**src/rtl/bumpy_hit_detect_if.sv**
```systemverilog
// Pixel-scan / collision-result bundle between the video pipeline and bumpy_hit_detect.
// The master drives the scan and drawing requests; the slave returns the committed result.
interface bumpy_hit_detect_if;
  logic               startOfFrame;
  logic [10:0]        pixelX;
  logic [10:0]        pixelY;
  logic signed [10:0] topLeftX;
  logic signed [10:0] topLeftY;
  logic               bumpyDR;
  logic               brickDR;
  logic               jumpBrickDR;
  logic               borderDR;
  logic               EndGame;
  logic               collision;
  logic               jumpCollision;
  logic [3:0]         HitEdgeCode;

  modport master (
    output startOfFrame, pixelX, pixelY, topLeftX, topLeftY,
           bumpyDR, brickDR, jumpBrickDR, borderDR, EndGame,
    input  collision, jumpCollision, HitEdgeCode
  );

  modport slave (
    input  startOfFrame, pixelX, pixelY, topLeftX, topLeftY,
           bumpyDR, brickDR, jumpBrickDR, borderDR, EndGame,
    output collision, jumpCollision, HitEdgeCode
  );
endinterface

```
**src/rtl/bumpy_hit_detect.sv**
```systemverilog
// Per-frame collision classifier: counts Bumpy/brick overlaps and touched sprite edges,
// then commits a stable result at each frame start for the motion stage.
module bumpy_hit_detect #(
  parameter int OBJECT_SIZE    = 32,
  parameter int EDGE_W         = 4,
  parameter int MIN_HIT_PIXELS = 2,
  parameter int CNT_BITS       = 8
) (
  input  logic               clk,
  input  logic               reset,
  bumpy_hit_detect_if.slave  hit_if
);

  typedef enum logic {WAIT_FRAME = 1'b0, ACCUM = 1'b1} state_e;

  localparam logic [10:0]         SIZE_LIM = 11'(OBJECT_SIZE);
  localparam logic [10:0]         EDGE_LO  = 11'(OBJECT_SIZE - EDGE_W);
  localparam logic [10:0]         EDGE_HI  = 11'(EDGE_W);
  localparam logic [CNT_BITS-1:0] CNT_MAX  = '1;
  localparam logic [CNT_BITS-1:0] MIN_HIT  = CNT_BITS'(MIN_HIT_PIXELS);

  state_e state_q, state_d;

  logic signed [11:0] off_x_d, off_y_d, off_x_q, off_y_q;
  logic bumpy_q, solid_q, jump_q, sof_d1_q, sof_d2_q;
  logic hit_s_q, hit_j_q;
  logic in_range;
  logic [3:0] e_d, e_q;

  logic [CNT_BITS-1:0] cnt_s_q, cnt_s_d, cnt_j_q, cnt_j_d;
  logic [3:0] edge_acc_q, edge_acc_d;
  logic commit;

  logic collision_q, jump_collision_q;
  logic [3:0] hit_edge_q;

  // topLeft may be negative when Bumpy is partly off-screen, so offsets are 12-bit signed
  assign off_x_d = {1'b0, hit_if.pixelX} - {hit_if.topLeftX[10], hit_if.topLeftX};
  assign off_y_d = {1'b0, hit_if.pixelY} - {hit_if.topLeftY[10], hit_if.topLeftY};

  always_comb begin
    in_range = !off_x_q[11] && !off_y_q[11] &&
               (off_x_q[10:0] < SIZE_LIM) && (off_y_q[10:0] < SIZE_LIM);
    e_d      = '0;
    if (in_range) begin
      e_d[0] = off_y_q[10:0] >= EDGE_LO;
      e_d[1] = off_x_q[10:0] >= EDGE_LO;
      e_d[2] = off_y_q[10:0] <  EDGE_HI;
      e_d[3] = off_x_q[10:0] <  EDGE_HI;
    end
  end

  always_ff @(posedge clk) begin
    if (reset) begin
      off_x_q  <= '0;
      off_y_q  <= '0;
      sof_d1_q <= 1'b0;
      sof_d2_q <= 1'b0;
      e_q      <= '0;
      bumpy_q  <= 1'b0;
      solid_q  <= 1'b0;
      jump_q   <= 1'b0;
      hit_s_q  <= 1'b0;
      hit_j_q  <= 1'b0;
    end else begin
      off_x_q  <= off_x_d;
      off_y_q  <= off_y_d;
      sof_d1_q <= hit_if.startOfFrame;
      sof_d2_q <= sof_d1_q;
      e_q      <= e_d;
      if (hit_if.EndGame) begin
        bumpy_q <= 1'b0;
        solid_q <= 1'b0;
        jump_q  <= 1'b0;
        hit_s_q <= 1'b0;
        hit_j_q <= 1'b0;
      end else begin
        bumpy_q <= hit_if.bumpyDR;
        solid_q <= hit_if.brickDR | hit_if.borderDR;
        jump_q  <= hit_if.jumpBrickDR;
        hit_s_q <= bumpy_q & solid_q;
        hit_j_q <= bumpy_q & jump_q;
      end
    end
  end

  // The sof_d2 cycle's own pixel opens the new frame, hence reload rather than clear
  always_comb begin
    cnt_s_d    = cnt_s_q;
    cnt_j_d    = cnt_j_q;
    edge_acc_d = edge_acc_q;
    if (hit_if.EndGame) begin
      cnt_s_d    = '0;
      cnt_j_d    = '0;
      edge_acc_d = '0;
    end else if (sof_d2_q) begin
      cnt_s_d    = CNT_BITS'(hit_s_q);
      cnt_j_d    = CNT_BITS'(hit_j_q);
      edge_acc_d = (hit_s_q | hit_j_q) ? e_q : 4'b0000;
    end else begin
      if (hit_s_q && (cnt_s_q != CNT_MAX)) cnt_s_d = cnt_s_q + 1'b1;
      if (hit_j_q && (cnt_j_q != CNT_MAX)) cnt_j_d = cnt_j_q + 1'b1;
      if (hit_s_q | hit_j_q) edge_acc_d = edge_acc_q | e_q;
    end
  end

  always_ff @(posedge clk) begin
    if (reset) state_q <= WAIT_FRAME;
    else       state_q <= state_d;
  end

  always_comb begin
    state_d = state_q;
    if (hit_if.EndGame)  state_d = WAIT_FRAME;
    else if (sof_d2_q)   state_d = ACCUM;
  end

  always_comb begin
    commit = (state_q == ACCUM) && sof_d2_q && !hit_if.EndGame;
  end

  always_ff @(posedge clk) begin
    if (reset || hit_if.EndGame) begin
      cnt_s_q          <= '0;
      cnt_j_q          <= '0;
      edge_acc_q       <= '0;
      collision_q      <= 1'b0;
      jump_collision_q <= 1'b0;
      hit_edge_q       <= '0;
    end else begin
      cnt_s_q    <= cnt_s_d;
      cnt_j_q    <= cnt_j_d;
      edge_acc_q <= edge_acc_d;
      if (commit) begin
        collision_q      <= cnt_s_q >= MIN_HIT;
        jump_collision_q <= cnt_j_q >= MIN_HIT;
        hit_edge_q       <= ((cnt_s_q >= MIN_HIT) || (cnt_j_q >= MIN_HIT)) ? edge_acc_q : 4'b0000;
      end
    end
  end

  assign hit_if.collision     = collision_q;
  assign hit_if.jumpCollision = jump_collision_q;
  assign hit_if.HitEdgeCode   = hit_edge_q;

endmodule

```
**src/flat_wrapper.sv**
```systemverilog
// flat-port wrapper written by rule: the top's interface ports become plain ports
module bumpy_hit_detect_flat 
#(
  parameter int OBJECT_SIZE    = 32,
  parameter int EDGE_W         = 4,
  parameter int MIN_HIT_PIXELS = 2,
  parameter int CNT_BITS       = 8
)
  (clk, reset, hit_if_startOfFrame, hit_if_pixelX, hit_if_pixelY, hit_if_topLeftX, hit_if_topLeftY, hit_if_bumpyDR, hit_if_brickDR, hit_if_jumpBrickDR, hit_if_borderDR, hit_if_EndGame, hit_if_collision, hit_if_jumpCollision, hit_if_HitEdgeCode);
  bumpy_hit_detect_if hit_if_i ();
  input  logic clk;
  input  logic reset;
  input wire logic [$bits(hit_if_i.startOfFrame)-1:0] hit_if_startOfFrame;
  input wire logic [$bits(hit_if_i.pixelX)-1:0] hit_if_pixelX;
  input wire logic [$bits(hit_if_i.pixelY)-1:0] hit_if_pixelY;
  input wire logic [$bits(hit_if_i.topLeftX)-1:0] hit_if_topLeftX;
  input wire logic [$bits(hit_if_i.topLeftY)-1:0] hit_if_topLeftY;
  input wire logic [$bits(hit_if_i.bumpyDR)-1:0] hit_if_bumpyDR;
  input wire logic [$bits(hit_if_i.brickDR)-1:0] hit_if_brickDR;
  input wire logic [$bits(hit_if_i.jumpBrickDR)-1:0] hit_if_jumpBrickDR;
  input wire logic [$bits(hit_if_i.borderDR)-1:0] hit_if_borderDR;
  input wire logic [$bits(hit_if_i.EndGame)-1:0] hit_if_EndGame;
  output wire logic [$bits(hit_if_i.collision)-1:0] hit_if_collision;
  output wire logic [$bits(hit_if_i.jumpCollision)-1:0] hit_if_jumpCollision;
  output wire logic [$bits(hit_if_i.HitEdgeCode)-1:0] hit_if_HitEdgeCode;
  assign hit_if_i.startOfFrame = hit_if_startOfFrame;
  assign hit_if_i.pixelX = hit_if_pixelX;
  assign hit_if_i.pixelY = hit_if_pixelY;
  assign hit_if_i.topLeftX = hit_if_topLeftX;
  assign hit_if_i.topLeftY = hit_if_topLeftY;
  assign hit_if_i.bumpyDR = hit_if_bumpyDR;
  assign hit_if_i.brickDR = hit_if_brickDR;
  assign hit_if_i.jumpBrickDR = hit_if_jumpBrickDR;
  assign hit_if_i.borderDR = hit_if_borderDR;
  assign hit_if_i.EndGame = hit_if_EndGame;
  assign hit_if_collision = hit_if_i.collision;
  assign hit_if_jumpCollision = hit_if_i.jumpCollision;
  assign hit_if_HitEdgeCode = hit_if_i.HitEdgeCode;
  bumpy_hit_detect #(.OBJECT_SIZE(OBJECT_SIZE), .EDGE_W(EDGE_W), .MIN_HIT_PIXELS(MIN_HIT_PIXELS), .CNT_BITS(CNT_BITS)) u_core (.clk(clk), .reset(reset), .hit_if(hit_if_i));
endmodule
```
**config.mk**
```make
export PLATFORM = sky130hd
export DESIGN_NAME = bumpy_hit_detect_flat
export DESIGN_NICKNAME = d
export VERILOG_FILES = /design/src/rtl/bumpy_hit_detect_if.sv /design/src/rtl/bumpy_hit_detect.sv /design/src/flat_wrapper.sv
export SDC_FILE = /design/constraint.sdc
export NUM_CORES = 1
export LEC_CHECK = 0
export BUFFER_PORTS_ARGS = -buffer_cell sky130_fd_sc_hd__buf_2
export CAP_MARGIN = 20
export CORE_ASPECT_RATIO = 1.2
export CORE_MARGIN = 1
export CORE_UTILIZATION = 28
export CTS_BUF_LIST = sky130_fd_sc_hd__clkbuf_8
export DETAILED_ROUTE_END_ITERATION = 8
export GPL_TIMING_DRIVEN = 1
export PLACE_DENSITY = 0.45
export RECOVER_POWER = 50
export SYNTH_ARGS = -nofsm -noshare
export SYNTH_HDL_FRONTEND = slang
export SYNTH_SLANG_ARGS = --single-unit
```
**constraint.sdc**
```tcl
create_clock -name clk -period 3.45 [get_ports clk]
set_input_delay 0.69 -clock clk [delete_from_list [all_inputs] [get_ports clk]]
set_output_delay 0.69 -clock clk [all_outputs]
set_load 0.01 [all_outputs]
```
==> impl_metrics.toml, run 1 <==
[clock_tree]
cts_tree = "yes"
cts_buffer_depth = 2
post-cts-setup-buffers = 0
clk_pin_slew_ns = 0.07
cts_resized = 0
htree_num_levels = 3
clkLatencyLatePin_ns = 0.33
root_buffer = "clkbuf_8"
postCtsHoldBufs = 0
cts-buffers-inserted = 9
clock_sinks = 58

[drt]
drc = 0
vias = 2561
detail_route.first_pass.iterations = 4
drt_iter0_markers = 55
viasPerCell = 4.71
antenna_left = 0
wl_per_cell_um = 11.4
wirelength_um = 6210

[job]
max_cap_violations = 0

[synth]
yosys-top-cells-count = "dfxtp_1, nor2_1, inv_1, ha_1, a21oi_1"
synth_most_common_cell = "dfxtp_1"
postSynth.asyncResetShare = 0
synth_edf_count = 0
syn_inst = 351
synth_top_flop_cell = "dfxtp_1"
syn_nets = 431
avgSynthCellArea_um2 = 8.61
synth_warnings = 0
synth_seq_cells = 58
synth_cell_type_count = 45
synthTopCellsByArea = "dfxtp_1, ha_1, nor2_1"
syn_area_um2 = 3020
yosysTopAreaCell = "dfxtp_1"
yosysTopAreaCellShare = 0.384
yosysSeqAreaShare = 0.384

[critical_path]
crit_required_ns = 3.62
crit_path_top_delay_cell = "clkbuf_1"
worstSetupPathType = "input pin to flip-flop"
critPathLaunchType = "input pin"
crit_path_end_kind = "flip-flop"
path_cells = "clkbuf_1, or2_0, nor2_1"
critPathMaxStageDelay_ns = 0.89
arrival_ns = 2.47
path_max_fanout = 29

[floorplan]
floorplan.initialDensity = 0.287
coreArea_um2 = 10500
dieArea_um2 = 11200
die_height_um = 116
dieWidth_um = 96.8
rows = 41
pin_count = 58

[grt]
grt_first_pass_wirelength_um = 11000
grt_pass1_vias = 2512
grt_max_degree = 30
grt_usage = 0.120
overflow = 0
antenna_found_initial = 0

[power]
power_mw = 1.55
leakage_nw = 1.57
ir_drop_mv = 0.147
powerDensity_nw_per_um2 = 427

[worst_hold_path]
hold_class = "flip-flop to flip-flop"

[sta]
relSlewSlack = 0.169
finalSetupTns_ns = 0
maxSlewViolCount = 0
clock_skew_ns = 0.00533
grt_setup_unrepaired = "no"
max_freq_mhz = 434
finalSetupViolCount = 0
worst_pin_slew_ns = 1.25
final_hold_viol_count = 0
period_minus_slack_ns = 2.30
fin_ws_ns = 1.15
fin_crit_sh = 0.667

[layout]
antenna_cells = 0
fillers = 1114
syn_to_final_growth_pct = 19.9
post-route-util = 0.344
finalNetCount = 491
multiInputGateArea_um2 = 1710
seq_area_um2 = 1160
final_layout_size_suffix_gt1_frac = 0.159

[status]
outcome = "completed"

[placement]
place_ws_ns = 0.877
portBuffers = 57
dp_hpwl_um = 4690
gp_congestion = 0.779
## routing by layer
layer | up-vias | track usage | routed length [um]
li1 | 1359 | - | -
met1 | 1141 | 0.151 | 3030
met2 | 51 | 0.199 | 2880
met3 | 10 | 0.0181 | 183
met4 | 0 | 0.0637 | 121
met5 | - | 0 | 0
## flip-flops by register name, summed over array words and instances, names as in the netlist
name / count
u_core.off_x_q: 10
u_core.off_y_q: 10
u_core.cnt_j_q: 8
u_core.cnt_s_q: 8
u_core.e_q: 4
u_core.edge_acc_q: 4
u_core.hit_if.HitEdgeCode: 4
u_core.bumpy_q: 1
u_core.hit_if.collision: 1
u_core.hit_if.jumpCollision: 1
u_core.hit_j_q: 1
u_core.hit_s_q: 1
u_core.jump_q: 1
u_core.sof_d1_q: 1
u_core.sof_d2_q: 1
u_core.solid_q: 1
u_core.state_q: 1
## per-stage QoR
stage | hold WS, ns | cells | cell area, um^2
floorplan | 0.398 | 351 | 3020
global placement | 0.404 | 529 | 3440
detailed placement | 0.408 | 529 | 3440
CTS | 0.421 | 544 | 3630
global route | 0.439 | 544 | 3620
finish | 0.421 | 544 | 3620
## worst max-delay path: cells and delay by family
kind                   cells  cell delay (ns)
buffers and inverters      1             0.89
and+or+nand+nor            2             0.89
## final cells by class
cell class	count	area share
clock buffers	9	0.0342
clock inverters	6	0.0190
inverters	33	0.0342
multi-input cells	252	0.471
flip-flops and latches	58	0.321
well taps	129	0.0446
repair buffers	57	0.0764
## cell families after synthesis
logic type                 count (synthesis)  synth area share
and+or+nand+nor                          125             0.212
AOI/OAI and AO/OA                         78             0.169
DFF                                       58             0.384
buffers and inverters                     41            0.0510
adders and majority gates                 28             0.121
xor gates and xnor gates                  18            0.0522
muxes                                      3            0.0112
## where the power goes
group	internal (mW)	switching, mW	total [mW]
logic	0.110	0.121	0.230
registers	0.702	0.0122	0.715
clock network	0.330	0.272	0.602
## worst paths after layout
path,from,endpoint,slack (ns),cells past startpoint
max,reset,u_core.solid_q,1.15,3
min,u_core.off_y_q[4],u_core.e_q[2],0.42,1
max reg2reg,u_core.cnt_s_q[1],u_core.cnt_s_q[7],1.61,6
min reg2reg,u_core.off_y_q[4],u_core.e_q[2],0.42,1
## layout by cell type (no fill, tap or decap), types with 3 or more instances in the layout
| master | n |
|---|---|
| o21a_1 | 7 |
| ha_1 | 26 |
| a311oi_1 | 3 |
| xor2_1 | 9 |
| xnor2_1 | 9 |
| nand2b_1 | 7 |
| a31oi_1 | 4 |
| buf_2 | 50 |
| or3_1 | 4 |
| o21ai_0 | 13 |
| clkbuf_1 | 7 |
| nand4_1 | 7 |
| nand2_1 | 9 |
| inv_1 | 33 |
| nor4_1 | 6 |
| nand3_1 | 9 |
| a211oi_1 | 5 |
| clkbuf_8 | 9 |
| dfxtp_1 | 58 |
| a21oi_1 | 21 |
| mux2_1 | 3 |
| a22oi_1 | 4 |
| or4_1 | 4 |
| and3_1 | 8 |
| o2111ai_1 | 3 |
| a21o_1 | 7 |
| clkinvlp_4 | 4 |
| nor3_1 | 11 |
| nor2_1 | 44 |
| nor2b_1 | 7 |
Note: power is estimated with default switching activity, not from simulation.
==> run 2: changes to the inputs <==
--- a/config.mk
+++ b/config.mk
@@ -13,7 +13,7 @@
 export CTS_BUF_LIST = sky130_fd_sc_hd__clkbuf_8
 export DETAILED_ROUTE_END_ITERATION = 8
 export GPL_TIMING_DRIVEN = 1
-export PLACE_DENSITY = 0.45
+export PLACE_DENSITY = 0.47
 export RECOVER_POWER = 50
 export SYNTH_ARGS = -nofsm -noshare
 export SYNTH_HDL_FRONTEND = slang
==> constraint.sdc (replaced) <==
create_clock -name clk -period 2 [get_ports clk]
set_input_delay 0.4 -clock clk [delete_from_list [all_inputs] [get_ports clk]]
set_output_delay 0.4 -clock clk [all_outputs]
set_load 0.01 [all_outputs]
==> run 2 against run 1 <==
  * Sequential power increased by 72%
  * Sequential share of layout area decreased by 2.5 points
  * Global-route usage increased by 0.30 points
  * Cell area increased by 8.6%
  * Hold slack got worse by 0.15 ns
  * Highest routed layer unchanged
==> impl_metrics.toml, run 2 (synthesis results as in run 1) <==
[status]
outcome = "completed"

[power]
power_frac_seq = 0.447
ir_drop_mv = 0.258
clock_power_share = 0.375
sw_frac_of_total = 0.259
powerDensity_nw_per_um2 = 701
internal_power_mw = 2.04
switchingPower_uw = 714
comb_power_share = 0.177
leakage_nw = 1.77

[clock_tree]
root_buffer = "clkbuf_8"
clk_pin_slew_ns = 0.07
post-cts-setup-buffers = 0
clock_sinks = 58
cts_tree = "yes"
cts-buffers-inserted = 9
postCtsHoldBufs = 0
htree_num_levels = 3
cts_buffer_depth = 2
cts_resized = 0
clkLatencyLatePin_ns = 0.33

[layout]
fin_cells = 586
antenna_cells = 0
final_common_cell = "dfxtp_1"
reg_top3 = "u_core.off_x_q (10), u_core.off_y_q (10)"
finalNetCount = 533
layout_common_cells = "dfxtp_1, buf_2, nor2_1"
final_layout_size_suffix_gt1_frac = 0.234
syn_to_final_growth_pct = 30.2
fillers = 1083

[sta]
fin_crit_sh = 0.931
finalSetupViolCount = 0
grt_setup_unrepaired = "no"
fin_ws_ns = 0.137
period_minus_slack_ns = 1.86
finalSetupTns_ns = 0
worst_pin_slew_ns = 0.788
relSlewSlack = 0.474
hold_slack_ns = 0.270
final_hold_viol_count = 0
max_freq_mhz = 537
maxSlewViolCount = 0
clock_skew_ns = 0.00787

[floorplan]
dieArea_um2 = 11200
floorplan.initialDensity = 0.287
rows = 41
coreArea_um2 = 10500
pin_count = 58
dieWidth_um = 96.8
die_height_um = 116

[placement]
place_ws_ns = -0.201
portBuffers = 57
dp.cells = 571
dp_hpwl_um = 5170
gp_congestion = 0.765

[grt]
grt_first_pass_wirelength_um = 11300
grt_max_degree = 24
grt_pass1_vias = 2632
overflow = 0
grt_usage = 0.123
antenna_found_initial = 0

[job]
max_cap_violations = 0

[drt]
drt_iter0_markers = 65
wirelength_um = 6470
vias = 2707
viasPerCell = 4.62
antenna_left = 0
drc = 0
wl_per_cell_um = 11.0
detail_route.first_pass.iterations = 4

[critical_path]
critPathMaxStageDelay_ns = 0.38
path_max_fanout = 3
r2r.worst_path.cells = 7
crit_path_top_delay_cell = "mux2_1"
crit_required_ns = 2.21
crit_path_end_kind = "flip-flop"
worst-path-buf-inv = 2
rr_endpoint = "u_core.hit_if.HitEdgeCode[2]"
r2r_setup_slack_ns = 0.27
r2r_start = "u_core.cnt_s_q[0]"
arrival_ns = 2.08
worstSetupPathType = "input pin to flip-flop"
critPathLaunchType = "input pin"
crit_family = "compound AO/OA/AOI/OAI gates"
path_cells = "buf_2, inv_1, ha_1, nor2b_1, o2111ai_1, a21oi_1, a311oi_1, mux2_1"

[worst_hold_path]
min_delay_worst_endpoint = "u_core.solid_q"
worstHoldStart = "hit_if_brickDR"
hold_class = "input pin to flip-flop"
min_path_cells = 3
==> run 2: cell types whose count changed in the layout (fill, tap and decap cells not counted) <==
cell / before / now
buf_4: 0 / 40
clkbuf_1: 7 / 8
clkbuf_4: 0 / 1
==> run 2: stage by stage <==
stage	area, um^2	total power, mW	util
2_1_floorplan	3020	1.54	-
3_3_place_gp	3750	1.75	0.357
3_5_place_dp	3750	1.75	0.357
4_1_cts	3950	2.80	0.375
5_1_grt	3930	2.91	0.374
6_report	3930	2.76	0.374
==> run 2: tightest hold or removal path, cell delays in order <==
cell	delay [ns]
buf_2	0.07
nor2_1	0.03
nor2_1	0.06
==> run 2: cell type report <==
type / instances / area, um^2 / area share
Clock buffer: 9 / 124 / 0.0315
Clock inverter: 6 / 68.8 / 0.0175
Inverter: 33 / 124 / 0.0315
Multi-Input combinational cell: 252 / 1710 / 0.434
Sequential cell: 58 / 1160 / 0.295
Tap cell: 129 / 161 / 0.0410
Timing Repair Buffer: 99 / 588 / 0.150
==> run 2: worst max path at each step <==
stage / startpoint / endpoint / slack (ns) / cells past startpoint
finish: hit_if_topLeftY[1] / u_core.off_y_q[11] / 0.14 / 8
global route: hit_if_topLeftY[1] / u_core.off_y_q[11] / 0.007 / 8
CTS: hit_if_topLeftY[1] / u_core.off_y_q[11] / 0.15 / 8
detailed placement: hit_if_topLeftY[1] / u_core.off_y_q[11] / -0.20 / 8
global placement: hit_if_topLeftY[1] / u_core.off_y_q[11] / -0.17 / 8
floorplan: hit_if_topLeftX[3] / u_core.off_x_q[11] / 0.03 / 7
==> run 2: routing by layer <==
layer / global-route usage / wire, um
met5: 0 / 0
met1: 0.147 / 3170
met4: 0.0627 / 77
met2: 0.216 / 3030
met3: 0.0175 / 191
==> run 2: power groups by stage <==
stage	logic, mW	clock network [mW]	registers [mW]
6_report	0.489	1.03	1.23
5_1_grt	0.556	1.12	1.24
4_1_cts	0.498	1.07	1.23
3_5_place_dp	0.494	0	1.26
3_3_place_gp	0.494	0	1.26
2_1_floorplan	0.289	0	1.25
